[config.mk]
export PLATFORM = sky130hd
export DESIGN_NAME = reg_file_param
export DESIGN_NICKNAME = d
export VERILOG_FILES = /design/src/rtl/reg_file_pkg.sv /design/src/rtl/rf_read_port.sv /design/src/rtl/reg_file_param.sv
export SDC_FILE = /design/constraint.sdc
export NUM_CORES = 1
export LEC_CHECK = 0
export CAP_MARGIN = 20
export CORE_AREA = 2 2 343 345
export CTS_CLUSTER_SIZE = 25
export DETAILED_ROUTE_END_ITERATION = 16
export DIE_AREA = 0 0 345 347
export GPL_ROUTABILITY_DRIVEN = 0
export SLEW_MARGIN = 20
export SYNTH_ARGS = -nofsm -noshare
export SYNTH_HDL_FRONTEND = slang
export SYNTH_HIERARCHICAL = 1
export SYNTH_SLANG_ARGS = --single-unit
[constraint.sdc]
create_clock -name clk -period 3.15 [get_ports clk]
set_clock_uncertainty 0.15 [all_clocks]
set_input_delay 0.315 -clock clk [delete_from_list [all_inputs] [get_ports clk]]
set_output_delay 0.315 -clock clk [all_outputs]
set_load 0.01 [all_outputs]
[src/rtl/reg_file_pkg.sv]
// Shared types and default sizes for the parametrised register file.
package reg_file_pkg;

    typedef enum logic {
        ST_CLEAR,
        ST_RUN
    } rf_state_t;

    localparam int RF_DATA_W   = 32;
    localparam int RF_ADDR_W   = 5;
    localparam int RF_NUM_REGS = 32;

endpackage

[src/rtl/rf_read_port.sv]
// One registered read port: zero-register and range masking, write bypass,
// and the output register. Output is forced to zero outside run mode.
module rf_read_port
    import reg_file_pkg::*;
#(
    parameter int DATA_W   = RF_DATA_W,
    parameter int ADDR_W   = RF_ADDR_W,
    parameter int NUM_REGS = RF_NUM_REGS,
    parameter int ZERO_REG = 1,
    parameter int BYPASS   = 1
) (
    input  logic              clk,
    input  logic              rst,
    input  logic              en,
    input  logic [ADDR_W-1:0] addr,
    input  logic [DATA_W-1:0] entry,
    input  logic              wr_en,
    input  logic [ADDR_W-1:0] wr_addr,
    input  logic [DATA_W-1:0] wr_data,
    output logic [DATA_W-1:0] out_data
);

    localparam logic [ADDR_W:0] LIMIT = (ADDR_W+1)'(NUM_REGS);

    logic [DATA_W-1:0] sel;

    // wr_en already excludes dropped writes, so bypass never forwards them
    always_comb begin
        sel = entry;
        if (ZERO_REG != 0 && addr == '0) begin
            sel = '0;
        end else if ({1'b0, addr} >= LIMIT) begin
            sel = '0;
        end else if (BYPASS != 0 && wr_en && wr_addr == addr) begin
            sel = wr_data;
        end
    end

    always_ff @(posedge clk) begin
        if (rst || !en) begin
            out_data <= '0;
        end else begin
            out_data <= sel;
        end
    end

endmodule

[src/rtl/reg_file_param.sv]
// Parametrised register file: two registered read ports, one write port,
// optional hardwired r0, write bypass and a post-reset scrub sequencer.
module reg_file_param
    import reg_file_pkg::*;
#(
    parameter int                DATA_W    = RF_DATA_W,
    parameter int                ADDR_W    = RF_ADDR_W,
    parameter int                NUM_REGS  = RF_NUM_REGS,
    parameter int                ZERO_REG  = 1,
    parameter int                BYPASS    = 1,
    parameter logic [DATA_W-1:0] RESET_VAL = '0
) (
    input  logic              clk,
    input  logic              rst,
    input  logic [ADDR_W-1:0] rs,
    input  logic [ADDR_W-1:0] rt,
    input  logic [ADDR_W-1:0] rd,
    input  logic              we,
    input  logic [DATA_W-1:0] i_data,
    output logic [DATA_W-1:0] out_data_a,
    output logic [DATA_W-1:0] out_data_b,
    output logic              ready
);

    localparam logic [ADDR_W:0]   LIMIT    = (ADDR_W+1)'(NUM_REGS);
    localparam logic [ADDR_W-1:0] LAST_IDX = ADDR_W'(NUM_REGS - 1);

    rf_state_t         state, state_next;
    logic [ADDR_W-1:0] clr_idx, clr_next;
    logic              ready_next;
    logic              scrub_we;
    logic              run_mode;
    logic              run_we;
    logic [DATA_W-1:0] mem [NUM_REGS];

    always_ff @(posedge clk) begin
        if (rst) begin
            state   <= ST_CLEAR;
            clr_idx <= '0;
            ready   <= 1'b0;
        end else begin
            state   <= state_next;
            clr_idx <= clr_next;
            ready   <= ready_next;
        end
    end

    always_comb begin
        state_next = state;
        clr_next   = clr_idx;
        ready_next = ready;
        scrub_we   = 1'b0;
        case (state)
            ST_CLEAR: begin
                scrub_we = 1'b1;
                clr_next = clr_idx + 1'b1;
                if (clr_idx == LAST_IDX) begin
                    state_next = ST_RUN;
                    ready_next = 1'b1;
                end
            end
            ST_RUN: begin
                state_next = ST_RUN;
            end
            default: begin
                state_next = ST_CLEAR;
            end
        endcase
    end

    assign run_mode = (state == ST_RUN);
    assign run_we   = run_mode && we && ({1'b0, rd} < LIMIT) &&
                      !(ZERO_REG != 0 && rd == '0);

    // The array has no reset; the reset edge itself leaves contents alone
    always_ff @(posedge clk) begin
        if (!rst) begin
            if (scrub_we) begin
                mem[clr_idx] <= RESET_VAL;
            end else if (run_we) begin
                mem[rd] <= i_data;
            end
        end
    end

    rf_read_port #(
        .DATA_W  (DATA_W),
        .ADDR_W  (ADDR_W),
        .NUM_REGS(NUM_REGS),
        .ZERO_REG(ZERO_REG),
        .BYPASS  (BYPASS)
    ) u_port_a (
        .clk     (clk),
        .rst     (rst),
        .en      (run_mode),
        .addr    (rs),
        .entry   (mem[rs]),
        .wr_en   (run_we),
        .wr_addr (rd),
        .wr_data (i_data),
        .out_data(out_data_a)
    );

    rf_read_port #(
        .DATA_W  (DATA_W),
        .ADDR_W  (ADDR_W),
        .NUM_REGS(NUM_REGS),
        .ZERO_REG(ZERO_REG),
        .BYPASS  (BYPASS)
    ) u_port_b (
        .clk     (clk),
        .rst     (rst),
        .en      (run_mode),
        .addr    (rt),
        .entry   (mem[rt]),
        .wr_en   (run_we),
        .wr_addr (rd),
        .wr_data (i_data),
        .out_data(out_data_b)
    );

endmodule

==> flow_metrics.env, run 1 <==
export IMPL_cts_tree="built"
export IMPL_fp_dieH_um=347
export IMPL_r2r_end="mem[6][15]$_DFFE_PP_"
export IMPL_syn_area_per_cell_um2=13.7
export IMPL_hold_slack_ns=0.0653
export IMPL_outcome="completed"
export IMPL_io_buffers=114
export IMPL_path_buf_inv=2
export IMPL_synthesis_nets=3845
export IMPL_final_util=0.533
export IMPL_area_delta_synth_final_pct=18.9
export IMPL_nNetsFinal=4099
export IMPL_relSlewSlack=0.490
export IMPL_path_cells="buf_4 -> and3b_1 -> o32ai_1 -> nand2_1 -> nor2_4 -> buf_4"
export IMPL_hp_start="i_data[24]"
export IMPL_ys_seq_area_frac=0.620
export IMPL_cap_violations=0
export IMPL_grt_ovfl_total=0
export IMPL_clock_sinks=1095
export IMPL_nFillCells=9635
export IMPL_setup_viol=0
export IMPL_finalWirelength_um=174000
export IMPL_startpoint_type="flip-flop"
export IMPL_rsz0062_at_grt="no"
export IMPL_cts_hold_fix_buffers=0
export IMPL_synth_edf_count=1024
export IMPL_core_area_mm2=0.116
export IMPL_hold_path_endpoint="u_port_a/out_data[24]$_SDFF_PP0_"
export IMPL_synth_seq_cells=1095
export IMPL_drv_slew=0
export IMPL_finish_instance_area_mm2=0.0617
export IMPL_critPathMaxStageDelay_ns=0.43
export IMPL_ir_drop_uv=449
export IMPL_path_delay_family="simple AND/OR/NAND/NOR gates"
export IMPL_first_pass_iters=6
export IMPL_yosysWarnings=6
export IMPL_yosys_area_top_type_share=0.592
export IMPL_hpwl_um=108000
export IMPL_hp_class="input pin to flip-flop"
export IMPL_antenna_diode_count=0
export IMPL_routed_via_count=35800
export IMPL_syn_inst=3793
export IMPL_drtIter0Drc=4040
export IMPL_via_per_inst=6.31
export IMPL_yosys_top_cells_count="mux2i_1, edfxtp_1, nand2_1"
export IMPL_h_tree_depth=3
export IMPL_cts_root_buf="clkbuf_16"
export IMPL_die_area_mm2=0.120
export IMPL_fin_crit_sh=0.815
export IMPL_grt_usage=0.284
export IMPL_clock_latency_ns=0.72
export IMPL_synth_area_mm2=0.0519
export IMPL_initial_utilization=0.449
export IMPL_path_common_cell="buf_4"
export IMPL_grt_pass1_wl_um=248000
export IMPL_routedWlPerCell_um=30.6
export IMPL_crit_required_ns=3.38
export IMPL_synthFlopType="edfxtp_1"
export IMPL_finalPower_mw=32.3
export IMPL_hold_depth=3
export IMPL_period_needed_ns=2.57
export IMPL_r2r_slack_ns=0.58
export IMPL_drcViolationCount=0
export IMPL_max_freq_ghz=0.390
export IMPL_tightest_slew_ns=0.765
export IMPL_crit_type="flip-flop to flip-flop"
export IMPL_slowest_stage="o32ai_1"
export IMPL_p_leak_nw=22.0
export IMPL_r2r_start="run_mode$_SDFF_PP0_"
export IMPL_synth_area_leaders="edfxtp_1, mux2i_1, a22oi_1"
export IMPL_grt_pass1_vias=35200
export IMPL_cts_resized=0
export IMPL_antenna_found_initial=1
export IMPL_clkTransAtPathRegs_ns=0.06
export IMPL_yosys_area_top_type="edfxtp_1"
export IMPL_tns_ns=0
export IMPL_yosysUniqueCellTypes=41
export IMPL_end_kind="flip-flop"
export IMPL_cts_buffer_depth=3
export IMPL_ios=115
export IMPL_synth_most_common_cell="mux2i_1"
export IMPL_finalHoldViolCount=0
export IMPL_reg2regPathDepth=6
export IMPL_cts_setup_buffers=0
export IMPL_die_x_um=345
export IMPL_powerDensity_mw_per_mm2=523
export IMPL_drive_above_1_share=0.132
export IMPL_dpl_cell_area_mm2=0.0579
export IMPL_ant_nets=0
export IMPL_grt_start_max_net_pins=65
export IMPL_arrival_ns=2.80
export IMPL_cts_buffers=119
export IMPL_rows=125
export IMPL_async_reset_ff_frac=0
export IMPL_cp_max_fo=12
-- where the power goes --
group / switching (mW) / total (mW) / internal (mW) / leakage (nW)
combinational: 1.55 / 2.53 / 0.979 / 11.0
sequential: 0.0429 / 15.8 / 15.8 / 9.05
clock: 5.90 / 13.9 / 8.05 / 1.89
-- per-layer routing --
layer,vias to the layer above,track usage,wire length (µm)
met5,-,0,0
met4,0,0.108,7070
met3,325,0.0448,13700
met2,1726,0.434,77400
met1,18400,0.408,75700
li1,15400,-,-
-- cells by family (layout without fill, tap and decap cells) --
group | Yosys count | after routing | synth area share
AND/OR/NAND/NOR | 703 | 703 | 0.0640
multiplexers | 1026 | 1026 | 0.198
AO/OA/AOI/OAI | 658 | 658 | 0.0858
buffers and inverters | 296 | 652 | 0.0303
flip-flops | 1095 | 1095 | 0.620
XOR/XNOR | 13 | 13 | 0.00219
adder cells (fa/ha/maj) | 2 | 2 | 0.000482
-- through the flow --
step | worst slack [ns] | std cells
after global routing | 0.480 | 5673
after CTS | 0.603 | 5673
after floorplan | 0.00478 | 3793
final | 0.584 | 5673
after detailed placement | -0.0263 | 5450
after global placement | -0.0361 | 5450
-- flip-flops by register name, summed over array words and instances (netlist names) --
signal             cells
clr_idx                5
mem                 1024
ready                  1
run_mode               1
u_port_a/out_data     32
u_port_b/out_data     32
-- worst min-delay path, cell delays in order --
cell and delay, ns:
clkdlybuf4s50_1 0.43, nand4_1 0.08, o21ai_0 0.06
-- how the worst max path moves through the flow --
stage                   startpoint                    to  slack (ns)  cells after the start
3_3_place_gp                 rd[1]  mem[15][8]$_DFFE_PP_       -0.04                      7
5_1_grt        run_mode$_SDFF_PP0_  mem[1][19]$_DFFE_PP_        0.48                      6
4_1_cts        run_mode$_SDFF_PP0_  mem[6][15]$_DFFE_PP_        0.60                      6
3_5_place_dp                   rst  mem[1][13]$_DFFE_PP_       -0.03                      7
2_1_floorplan  run_mode$_SDFF_PP0_   mem[9][0]$_DFFE_PP_       0.005                      6
6_report       run_mode$_SDFF_PP0_  mem[6][15]$_DFFE_PP_        0.58                      6
-- placed cells by master (no fill, tap or decap), types with 23 or more instances in the layout --
cell             synthesis  layout
clkinv_1                 0      28
dfxtp_1                 71      71
a21oi_1                195     195
clkdlybuf4s50_1          0     112
nor2_4                   0      34
nor3_1                  67      67
buf_12                   0     141
mux2i_1               1026    1026
o21ai_0                 44      44
clkbuf_16                0     122
nand2_1                269     267
a22o_1                 128     128
nand3_1                194     194
nand4_1                 65      65
buf_4                   65     169
a22oi_1                192     192
and2_1                  38      32
a31oi_1                 64      64
clkbuf_1               105      23
edfxtp_1              1024    1024
clkinv_2                 0      28
-- final cells by class --
type	count	area, µm²	share of cell area
sequential	1095	32200	0.521
multi-input combinational	2402	18500	0.300
timing repair buffer	424	5240	0.0849
clock buffer	145	3140	0.0508
tap	1524	1910	0.0309
clock inverter	78	739	0.0120
inverter	5	18.8	0.000304
Note: power is estimated with default switching activity, not from simulation.
==> run 2: changes to the inputs <==
==> constraint.sdc (replaced) <==
create_clock -name clk -period 2.45 [get_ports clk]
set_clock_uncertainty 0.15 [all_clocks]
set_input_delay 0.245 -clock clk [delete_from_list [all_inputs] [get_ports clk]]
set_output_delay 0.245 -clock clk [all_outputs]
set_load 0.01 [all_outputs]
==> run 2 against run 1 <==
  * Maximum frequency increased by 6.9%
  * Clock-buffer cell count increased by 4
  * Worst hold slack got worse by 0.030 ns
  * Register-to-register slack got worse by 0.53 ns
  * Non-clock buffer count increased by 214
  * Setup slack got worse by 0.53 ns
  * Wire length decreased by 2.2%
  * Clock power increased by 27%
  * Utilization increased by 1.7 points
  * Sequential cell count unchanged
  * First-iteration DRC count decreased by 9.8%
  * Die area unchanged
==> flow_metrics.env, run 2 (same netlist as run 1, synthesis figures left out) <==
export IMPL_r2r_end="mem[27][8]$_DFFE_PP_"
export IMPL_netSwitchingPower_mw=9.45
export IMPL_cts_buffer_depth=3
export IMPL_rsz0062_at_grt="no"
export IMPL_finalHoldViolCount=0
export IMPL_initial_utilization=0.449
export IMPL_grt_start_max_net_pins=50
export IMPL_r2r_start="clr_idx[0]$_SDFFE_PP0N_"
export IMPL_die_x_um=345
export IMPL_via_per_inst=6.12
export IMPL_combPwrFrac=0.086
export IMPL_hp_class="input pin to flip-flop"
export IMPL_clock_sinks=1095
export IMPL_outcome="completed"
export IMPL_grt_pass1_vias=35700
export IMPL_tightest_slew_ns=0.713
export IMPL_largest_reg_flops=1024
export IMPL_relSlewSlack=0.525
export IMPL_routed_via_count=36000
export IMPL_die_area_mm2=0.120
export IMPL_arrival_ns=2.64
export IMPL_powerDensity_mw_per_mm2=653
export IMPL_setup_viol=0
export IMPL_clkTransAtPathRegs_ns=0.06
export IMPL_cap_violations=0
export IMPL_p_leak_nw=23.1
export IMPL_cts_buffers=115
export IMPL_drv_slew=0
export IMPL_period_needed_ns=2.40
export IMPL_cp_max_fo=16
export IMPL_hp_start="i_data[26]"
export IMPL_reg2regPathDepth=6
export IMPL_cts_tree="built"
export IMPL_routedWlPerCell_um=28.9
export IMPL_final_cell_mix="mux2i_1, edfxtp_1, buf_4"
export IMPL_hpwl_um=114000
export IMPL_clkPwrFrac=0.424
export IMPL_core_area_mm2=0.116
export IMPL_h_tree_depth=3
export IMPL_grt_pass1_wl_um=245000
export IMPL_grt_ovfl_total=0
export IMPL_finish_instance_area_mm2=0.0636
export IMPL_antenna_found_initial=1
export IMPL_crit_type="flip-flop to flip-flop"
export IMPL_fin_crit_sh=0.980
export IMPL_drive_above_1_share=0.174
export IMPL_first_pass_iters=6
export IMPL_pre_cts_ws_ns=-0.455
export IMPL_regMostFlops="mem"
export IMPL_ios=115
export IMPL_final_util=0.550
export IMPL_p_sw_frac=0.228
export IMPL_io_buffers=114
export IMPL_setup_slack_ns=0.0492
export IMPL_r2r_slack_ns=0.05
export IMPL_nNetsFinal=4309
export IMPL_end_kind="flip-flop"
export IMPL_crit_required_ns=2.69
export IMPL_drcViolationCount=0
export IMPL_hold_depth=3
export IMPL_drtIter0Drc=3643
export IMPL_fp_dieH_um=347
export IMPL_cp_startpoint="clr_idx[0]$_SDFFE_PP0N_"
export IMPL_antenna_diode_count=0
export IMPL_p_seq_frac=0.489
export IMPL_ir_drop_uv=549
export IMPL_clock_latency_ns=0.71
export IMPL_cts_root_buf="clkbuf_16"
export IMPL_rows=125
export IMPL_layout_commonest_cell="mux2i_1"
export IMPL_ant_nets=0
export IMPL_grt_usage=0.278
export IMPL_crit_end="mem[27][8]$_DFFE_PP_"
export IMPL_finalWirelength_um=170000
export IMPL_p_int_mw=32.1
export IMPL_dpl_cell_area_mm2=0.0598
export IMPL_startpoint_type="flip-flop"
export IMPL_reg_top3="mem x1024, u_port_a/out_data x32, u_port_b/out_data x32"
export IMPL_max_freq_ghz=0.417
export IMPL_area_delta_synth_final_pct=22.6
export IMPL_nFillCells=9517
-- run 2: changes by cell type in the layout (fill, tap and decap cells not counted), sizes merged --
cell         before  now
buf             312  518
clkbuf          145  149
clkinv           59   50
clkinvlp          5    3
inv               7    8
bufinv           12   13
dlygate4sd3       0    8
-- run 2: cell type report --
cell class | count | area, µm² | share of cell area
repair buffers | 638 | 7220 | 0.113
clock inverters | 69 | 707 | 0.0111
flip-flops and latches | 1095 | 32200 | 0.505
well taps | 1524 | 1910 | 0.0300
multi-input cells | 2402 | 18500 | 0.291
inverters | 5 | 18.8 | 0.000295
clock buffers | 149 | 3110 | 0.0488
-- run 2: power groups by stage --
stage / Clock (mW) / Combinational, mW / Sequential, mW
detailed placement: 0 / 3.51 / 20.7
global placement: 0 / 3.50 / 20.7
CTS: 17.8 / 3.53 / 20.3
floorplan: 0 / 1.86 / 20.7
finish: 17.6 / 3.58 / 20.3
global route: 18.5 / 3.72 / 20.3
-- run 2: worst min path at each step --
stage and to:
6_report u_port_a/out_data[26]$_SDFF_PP0_, 4_1_cts u_port_b/out_data[19]$_SDFF_PP0_, 5_1_grt u_port_b/out_data[1]$_SDFF_PP0_, 3_3_place_gp ready$_SDFFE_PP0P_, 3_5_place_dp ready$_SDFFE_PP0P_, 2_1_floorplan u_port_a/out_data[0]$_SDFF_PP0_
-- run 2: worst max-delay path: stages (launching register included) --
cell and delay [ns]:
dfxtp_1 0.49, inv_1 0.17, o32ai_1 0.51, nand2_1 0.12, buf_4 0.20, nor2_4 0.20
buf_12 0.24
-- run 2: timing repair --
item	in CTS	in global routing
buffers inserted	0	0
hold buffers	8	0
resized for setup	0	0
endpoints found under the hold margin	14	0
-- run 2: metrics by stage --
| step | hold slack [ns] | std cells | power, mW | TNS, ns |
|---|---|---|---|---|
| finish | 0.0356 | 5882 | 41.5 | 0 |
| floorplan | 0.238 | 3793 | 22.6 | -171.30 |
| CTS | 0.00449 | 5882 | 41.7 | 0 |
| global placement | 0.378 | 5656 | 24.2 | -362.00 |
| global route | 0.0369 | 5882 | 42.6 | 0 |
| detailed placement | 0.385 | 5656 | 24.2 | -379.23 |
-- run 2: routing by layer --
layer / up-vias / part of all wire / track usage / routed length [µm]
met1: 18200 / 0.43 / 0.391 / 72300
met4: 2 / 0.030 / 0.0858 / 5040
met5: - / 0.000065 / 0 / 11
met3: 299 / 0.086 / 0.0462 / 14600
met2: 1753 / 0.46 / 0.443 / 78000
li1: 15800 / - / - / -
